<file path="src/rtl/mips_bus_arbiter_if.sv">
// rtl/mips_bus_arbiter_if.sv - bus bundle between two CPU masters, the arbiter and the shared slave
// Purpose: carries the m0 (fetch), m1 (data) and s (memory) Avalon-style signal groups.
// Modports:
//   master - the arbiter's view: takes master requests, drives the slave side
//   slave  - the environment's view: drives master requests and the slave response
interface mips_bus_arbiter_if;
    logic [31:0] m0_address;
    logic        m0_read;
    logic        m0_write;
    logic [31:0] m0_writedata;
    logic [3:0]  m0_byteenable;
    logic        m0_waitrequest;
    logic [31:0] m0_readdata;

    logic [31:0] m1_address;
    logic        m1_read;
    logic        m1_write;
    logic [31:0] m1_writedata;
    logic [3:0]  m1_byteenable;
    logic        m1_waitrequest;
    logic [31:0] m1_readdata;

    logic [31:0] s_address;
    logic        s_read;
    logic        s_write;
    logic [31:0] s_writedata;
    logic [3:0]  s_byteenable;
    logic        s_waitrequest;
    logic [31:0] s_readdata;

    modport master (
        input  m0_address, m0_read, m0_write, m0_writedata, m0_byteenable,
        output m0_waitrequest, m0_readdata,
        input  m1_address, m1_read, m1_write, m1_writedata, m1_byteenable,
        output m1_waitrequest, m1_readdata,
        output s_address, s_read, s_write, s_writedata, s_byteenable,
        input  s_waitrequest, s_readdata
    );

    modport slave (
        output m0_address, m0_read, m0_write, m0_writedata, m0_byteenable,
        input  m0_waitrequest, m0_readdata,
        output m1_address, m1_read, m1_write, m1_writedata, m1_byteenable,
        input  m1_waitrequest, m1_readdata,
        input  s_address, s_read, s_write, s_writedata, s_byteenable,
        output s_waitrequest, s_readdata
    );
endinterface

</file>
<file path="src/rtl/mips_bus_arbiter.sv">
// rtl/mips_bus_arbiter.sv - two-master arbiter for one shared memory slave with stall watchdog
// Purpose: grants one transaction at a time to the fetch master (m0) or data master (m1),
//          muxes the owner onto the slave and holds the other in waitrequest.
// Ports:
//   clk          - clock, rising edge
//   reset        - asynchronous active-high reset
//   bus          - mips_bus_arbiter_if.master (m0_*, m1_*, s_* groups)
//   grant        - one-hot owner {m1,m0}, 2'b00 when idle
//   timeout_err  - sticky, set when the watchdog aborts a transaction
module mips_bus_arbiter #(
    parameter bit          ROUND_ROBIN = 1'b1,
    parameter int unsigned TIMEOUT     = 1024
) (
    input  logic                clk,
    input  logic                reset,
    mips_bus_arbiter_if.master  bus,
    output logic [1:0]          grant,
    output logic                timeout_err
);
    localparam int CW = (TIMEOUT > 0) ? $clog2(TIMEOUT + 1) : 1;
    localparam logic [CW-1:0] CNT_LIMIT = CW'(TIMEOUT);

    typedef enum logic [1:0] {
        IDLE = 2'd0,
        OWN0 = 2'd1,
        OWN1 = 2'd2
    } state_t;

    state_t          state_q, state_d;
    logic            last_grant_q, last_grant_d;   // 0: m0 served last, 1: m1 served last
    logic [CW-1:0]   cnt_q, cnt_d;
    logic            timeout_err_q, timeout_err_d;

    logic            req0, req1;
    logic            own_req;
    logic            own_id;
    logic            wd_hit;

    assign req0 = bus.m0_read | bus.m0_write;
    assign req1 = bus.m1_read | bus.m1_write;

    // Abort cycle: the owner has been stalled TIMEOUT cycles and the slave is still stalling.
    assign wd_hit = (TIMEOUT != 0) && (cnt_q == CNT_LIMIT) && bus.s_waitrequest;

    always_ff @(posedge clk or posedge reset) begin
        if (reset) begin
            state_q       <= IDLE;
            last_grant_q  <= 1'b1;
            cnt_q         <= '0;
            timeout_err_q <= 1'b0;
        end else begin
            state_q       <= state_d;
            last_grant_q  <= last_grant_d;
            cnt_q         <= cnt_d;
            timeout_err_q <= timeout_err_d;
        end
    end

    always_comb begin
        state_d       = state_q;
        last_grant_d  = last_grant_q;
        cnt_d         = cnt_q;
        timeout_err_d = timeout_err_q;
        own_req       = 1'b0;
        own_id        = 1'b0;
        case (state_q)
            IDLE: begin
                cnt_d = '0;
                if (req0 && req1) begin
                    state_d = (ROUND_ROBIN && last_grant_q) ? OWN0 : OWN1;
                end else if (req0) begin
                    state_d = OWN0;
                end else if (req1) begin
                    state_d = OWN1;
                end
            end
            OWN0, OWN1: begin
                own_id  = (state_q == OWN1);
                own_req = own_id ? req1 : req0;
                if (!own_req) begin
                    // Owner withdrew: release without touching fairness history.
                    state_d = IDLE;
                end else if (wd_hit) begin
                    state_d       = IDLE;
                    timeout_err_d = 1'b1;
                    last_grant_d  = own_id;
                end else if (!bus.s_waitrequest) begin
                    state_d      = IDLE;
                    last_grant_d = own_id;
                end else if ((TIMEOUT != 0) && (cnt_q != '1)) begin
                    cnt_d = cnt_q + CW'(1);
                end
            end
            default: state_d = IDLE;
        endcase
    end

    always_comb begin
        bus.s_address      = '0;
        bus.s_read         = 1'b0;
        bus.s_write        = 1'b0;
        bus.s_writedata    = '0;
        bus.s_byteenable   = '0;
        bus.m0_waitrequest = 1'b1;
        bus.m1_waitrequest = 1'b1;
        grant              = 2'b00;
        case (state_q)
            OWN0: begin
                bus.s_address      = bus.m0_address;
                bus.s_read         = bus.m0_read & ~bus.m0_write;   // write wins a read+write
                bus.s_write        = bus.m0_write;
                bus.s_writedata    = bus.m0_writedata;
                bus.s_byteenable   = bus.m0_byteenable;
                bus.m0_waitrequest = bus.s_waitrequest & ~wd_hit;
                grant              = 2'b01;
            end
            OWN1: begin
                bus.s_address      = bus.m1_address;
                bus.s_read         = bus.m1_read & ~bus.m1_write;
                bus.s_write        = bus.m1_write;
                bus.s_writedata    = bus.m1_writedata;
                bus.s_byteenable   = bus.m1_byteenable;
                bus.m1_waitrequest = bus.s_waitrequest & ~wd_hit;
                grant              = 2'b10;
            end
            default: ;
        endcase
    end

    assign bus.m0_readdata = bus.s_readdata;
    assign bus.m1_readdata = bus.s_readdata;
    assign timeout_err     = timeout_err_q;
endmodule
</file>
<file path="src/flat_wrapper.sv">
// flat-port wrapper written by rule: the top's interface ports become plain ports
module mips_bus_arbiter_flat 
#(
    parameter bit          ROUND_ROBIN = 1'b1,
    parameter int unsigned TIMEOUT     = 1024
)
  (clk, reset, grant, timeout_err, bus_m0_address, bus_m0_read, bus_m0_write, bus_m0_writedata, bus_m0_byteenable, bus_m0_waitrequest, bus_m0_readdata, bus_m1_address, bus_m1_read, bus_m1_write, bus_m1_writedata, bus_m1_byteenable, bus_m1_waitrequest, bus_m1_readdata, bus_s_address, bus_s_read, bus_s_write, bus_s_writedata, bus_s_byteenable, bus_s_waitrequest, bus_s_readdata);
  mips_bus_arbiter_if bus_i ();
  input  logic clk;
  input  logic reset;
  output logic [1:0] grant;
  output logic timeout_err;
  input wire logic [$bits(bus_i.m0_address)-1:0] bus_m0_address;
  input wire logic [$bits(bus_i.m0_read)-1:0] bus_m0_read;
  input wire logic [$bits(bus_i.m0_write)-1:0] bus_m0_write;
  input wire logic [$bits(bus_i.m0_writedata)-1:0] bus_m0_writedata;
  input wire logic [$bits(bus_i.m0_byteenable)-1:0] bus_m0_byteenable;
  output wire logic [$bits(bus_i.m0_waitrequest)-1:0] bus_m0_waitrequest;
  output wire logic [$bits(bus_i.m0_readdata)-1:0] bus_m0_readdata;
  input wire logic [$bits(bus_i.m1_address)-1:0] bus_m1_address;
  input wire logic [$bits(bus_i.m1_read)-1:0] bus_m1_read;
  input wire logic [$bits(bus_i.m1_write)-1:0] bus_m1_write;
  input wire logic [$bits(bus_i.m1_writedata)-1:0] bus_m1_writedata;
  input wire logic [$bits(bus_i.m1_byteenable)-1:0] bus_m1_byteenable;
  output wire logic [$bits(bus_i.m1_waitrequest)-1:0] bus_m1_waitrequest;
  output wire logic [$bits(bus_i.m1_readdata)-1:0] bus_m1_readdata;
  output wire logic [$bits(bus_i.s_address)-1:0] bus_s_address;
  output wire logic [$bits(bus_i.s_read)-1:0] bus_s_read;
  output wire logic [$bits(bus_i.s_write)-1:0] bus_s_write;
  output wire logic [$bits(bus_i.s_writedata)-1:0] bus_s_writedata;
  output wire logic [$bits(bus_i.s_byteenable)-1:0] bus_s_byteenable;
  input wire logic [$bits(bus_i.s_waitrequest)-1:0] bus_s_waitrequest;
  input wire logic [$bits(bus_i.s_readdata)-1:0] bus_s_readdata;
  assign bus_i.m0_address = bus_m0_address;
  assign bus_i.m0_read = bus_m0_read;
  assign bus_i.m0_write = bus_m0_write;
  assign bus_i.m0_writedata = bus_m0_writedata;
  assign bus_i.m0_byteenable = bus_m0_byteenable;
  assign bus_m0_waitrequest = bus_i.m0_waitrequest;
  assign bus_m0_readdata = bus_i.m0_readdata;
  assign bus_i.m1_address = bus_m1_address;
  assign bus_i.m1_read = bus_m1_read;
  assign bus_i.m1_write = bus_m1_write;
  assign bus_i.m1_writedata = bus_m1_writedata;
  assign bus_i.m1_byteenable = bus_m1_byteenable;
  assign bus_m1_waitrequest = bus_i.m1_waitrequest;
  assign bus_m1_readdata = bus_i.m1_readdata;
  assign bus_s_address = bus_i.s_address;
  assign bus_s_read = bus_i.s_read;
  assign bus_s_write = bus_i.s_write;
  assign bus_s_writedata = bus_i.s_writedata;
  assign bus_s_byteenable = bus_i.s_byteenable;
  assign bus_i.s_waitrequest = bus_s_waitrequest;
  assign bus_i.s_readdata = bus_s_readdata;
  mips_bus_arbiter #(.ROUND_ROBIN(ROUND_ROBIN), .TIMEOUT(TIMEOUT)) u_core (.clk(clk), .reset(reset), .bus(bus_i), .grant(grant), .timeout_err(timeout_err));
endmodule
</file>
<file path="config.mk">
export PLATFORM = sky130hd
export DESIGN_NAME = mips_bus_arbiter_flat
export DESIGN_NICKNAME = d
export VERILOG_FILES = /design/src/rtl/mips_bus_arbiter_if.sv /design/src/rtl/mips_bus_arbiter.sv /design/src/flat_wrapper.sv
export SDC_FILE = /design/constraint.sdc
export NUM_CORES = 1
export LEC_CHECK = 0
export CAP_MARGIN = 0
export CORE_AREA = 4 4 121 123
export DETAILED_ROUTE_END_ITERATION = 6
export DIE_AREA = 0 0 125 127
export MAX_ROUTING_LAYER = met4
export REMOVE_ABC_BUFFERS = 1
export SLEW_MARGIN = 20
export SYNTH_ARGS = -nofsm -noshare
export SYNTH_HDL_FRONTEND = slang
export SYNTH_SLANG_ARGS = --single-unit
</file>
<file path="constraint.sdc">
create_clock -name clk -period 2.1 [get_ports clk]
set_input_delay 0.21 -clock clk [delete_from_list [all_inputs] [get_ports clk]]
set_output_delay 0.21 -clock clk [all_outputs]
set_load 0.01 [all_outputs]
</file>
==> summary.txt <==
Status
  • Status: finished, violations left
  • Failing checks: setup timing

Power and ir drop
  • Flop pwr share: 0.074
  • Power Density: 988.2 mW/mm^2
  • Combinational Power Share: 0.849
  • VDD IR-drop max: 0.0004627 V
  • Int Power: 2.657 mW
  • NetSw: 2.232 mW
  • Leak pwr: 2.140 nW
  • Clock power frac: 0.078
  • Switching Fraction: 0.4565

Job
  • Max-Cap Viols: 0

Logic synthesis
  • Post-synth EDFFs: 0
  • Top FF cell, synth: dfrtp_1
  • Sequential fraction of the synthesis area: 0.1543
  • Syn Area/Cell: 7.138 um^2
  • Top post-synthesis cells by count: nor2_1 (80), a22oi_1 (70), buf_4 (64)
  • Post-Synthesis Cells: 342
  • Synth area leader: a22oi_1
  • #FFs+latches synth: 15
  • Count leader, synth: nor2_1
  • Synth area leaders: a22oi_1 (22%), buf_4 (20%), dfrtp_1 (14%)
  • Netlist cell types: 51
  • Top cell type's share of synthesized area: 0.2153
  • Ys Warns: 0
  • Post-Syn Area: 0.002441 mm^2
  • Ys async rst share: 1.000

Layout
  • Final net count: 697
  • # diodes: 0
  • Layout cells sized above 1: 0.1984
  • Finished Cell Area: 0.004947 mm^2
  • Area delta synth->final: 102.7%
  • Final Core Density: 0.3620

Placement
  • Gpl congestion: 0.8963
  • PortBufs: 217
  • Post-place instance area: 0.004587 mm^2
  • Dpl ws: -95.38 ps
  • Post-DP HPWL: 12.88 mm

Die
  • Num rows: 43
  • Core Area: 0.01367 mm^2
  • Die Footprint: 0.01588 mm^2
  • IO Pins: 314
  • Initial Util: 0.1786
  • Die height: 127 um
  • Die width: 125 um

GRT
  • Antenna violations before repair: 0
  • Vias in the first global route: 3415
  • Grt total ovfl: 0
  • First-pass GRT wire length: 22.56 mm
  • Tot GR Track Use: 0.1896
  • Largest net degree at the start of global routing: 24

Critical path
  • Reg2Reg Launch Point: u_core.cnt_q[0]$_DFFE_PP0P_
  • Required @ worst endpoint: 2230 ps
  • Worst R2R Path Depth: 7
  • Crit start category: flip-flop
  • Worst Path Max Fanout: 3
  • Critical path arrival: 2240 ps
  • Kind of critical path: flip-flop to flip-flop
  • Worst R2R End: u_core.cnt_q[1]$_DFFE_PP0P_
  • R2r setup slk: -4 ps
  • Crit end category: flip-flop
  • Setup crit start: u_core.cnt_q[0]$_DFFE_PP0P_

Detailed routing
  • Starting DRT DRC Count: 180
  • Routed wire length: 15.98 mm
  • DR vias/cell: 4.790
  • ANT nets after route: 0
  • Router iterations before antenna repair: 6
  • Total number of vias: 3324
  • Residual DRC: 0
  • Routed WL per cell: 23.03 um

Timing
  • Final Critical Period: 2104 ps
  • Slew headroom: 0.5748
  • Final Skew: 5.253 ps
  • Setup ws final: -3.787 ps
  • Final slew viol count: 0
  • Final hold violation count: 0
  • Actual slew at the worst max-slew pin: 637.1 ps
  • Fin crit share: 1.002
  • Achievable Freq: 0.4753 GHz
  • Unrepaired setup endpoints after global routing: true
  • Setup violators final: 1
  • Worst hold slack: 345.0 ps
  • Post-route setup TNS: -3.787 ps

CTS
  • H-tree depth: 1
  • CTS tree: done
  • Clk sink count: 15
  • Clock transition at the registers of the reported paths: 50 ps
  • CTS buffer count: 3
  • Worst-Skew Late Latency: 250 ps
  • Maximum clock path buffer count: 2
  • Root buffer cell: clkbuf_16

Min path
  • Hold Crit Class: primary input to asynchronous set/reset pin
[placed cells by master, fill, tap and decap left out, types with 3 or more instances in the layout]
master	netlist	layout
dlymetal6s2s_1	0	3
nand2_1	12	12
inv_1	10	6
nor2b_1	3	3
buf_12	0	8
dlygate4sd2_1	0	61
clkbuf_2	0	3
inv_2	1	4
dfrtp_1	14	14
a22oi_1	70	49
a22oi_2	1	22
nor2_1	80	79
clkbuf_16	0	3
ha_1	7	3
nand3_1	5	5
bufbuf_16	0	3
buf_6	1	3
clkdlybuf4s50_1	0	145
ha_4	0	4
a31oi_1	4	3
buf_4	64	28
[area by class of cell]
type / instances / area, um^2
clock buffers: 4 / 78.83
fillers: 1413 / 8718
inverters: 11 / 43.79
multi-input cells: 226 / 1643
flip-flops and latches: 15 / 376.6
well taps: 180 / 225.2
repair buffers: 258 / 2580
[through the flow]
stage	cells	power, mW
after global routing	694	5.219
after CTS	692	4.788
after detailed placement	683	4.174
after floorplan	252	1.992
final	694	4.889
after global placement	683	4.158
[state kept, by name, indices dropped and copies added, names as in the netlist]
| name | count |
|---|---|
| u_core.timeout_err | 1 |
| u_core.last_grant_q | 1 |
| u_core.cnt_q | 11 |
| u_core.state_q | 2 |
[routing by layer]
metal / up-vias / share of wire / global-route usage
li1: 1504 / - / -
met1: 1610 / 0.40 / 0.2212
met2: 202 / 0.46 / 0.2942
met3: 8 / 0.12 / 0.1020
met4: 0 / 0.018 / 0.03316
met5: - / 0 / -
[worst max-delay path, cell delays in order, from the launching register on]
cell and delay, ps:
dfrtp_1 390, inv_2 80, ha_4 120, or4b_4 480, o31ai_4 330, buf_6 160, or3_4 130, mux2_4 290
[cells by family (layout without fill, tap and decap cells)]
group / Yosys count / in the layout / share of synthesized area
AND/OR/NAND/NOR: 119 / 119 / 0.2235
flip-flops: 15 / 15 / 0.1543
AO/OA/AOI/OAI: 96 / 96 / 0.3127
XOR/XNOR: 1 / 1 / 0.003589
multiplexers: 3 / 3 / 0.01281
buffers and inverters: 101 / 273 / 0.2573
adder cells (fa/ha/maj): 7 / 7 / 0.03588
[repair_timing]
action,4_1_cts,5_1_grt
buffers inserted,3,2
gates cloned,3,0
pin swaps,3,9
resized for setup,96,39
hold buffers,0,0
setup endpoints to repair,76,32
[power by group through the flow]
stage | combinational [mW] | clock [mW] | sequential [mW]
floorplan | 1.63 | 0 | 0.366
global placement | 3.80 | 0 | 0.358
detailed placement | 3.81 | 0 | 0.361
CTS | 4.04 | 0.387 | 0.359
global route | 4.46 | 0.398 | 0.366
finish | 4.15 | 0.379 | 0.361
[how the worst max path moves through the flow]
stage | end | slack, ps | cells after the start
6_report | u_core.cnt_q[1]$_DFFE_PP0P_ | -4 | 7
5_1_grt | bus_m1_waitrequest | -80 | 6
4_1_cts | bus_m0_waitrequest | -50 | 6
3_5_place_dp | u_core.cnt_q[1]$_DFFE_PP0P_ | -100 | 7
3_3_place_gp | u_core.cnt_q[1]$_DFFE_PP0P_ | -20 | 7
2_1_floorplan | u_core.cnt_q[1]$_DFFE_PP0P_ | -1090 | 6
(Power assumes the default switching activity.)
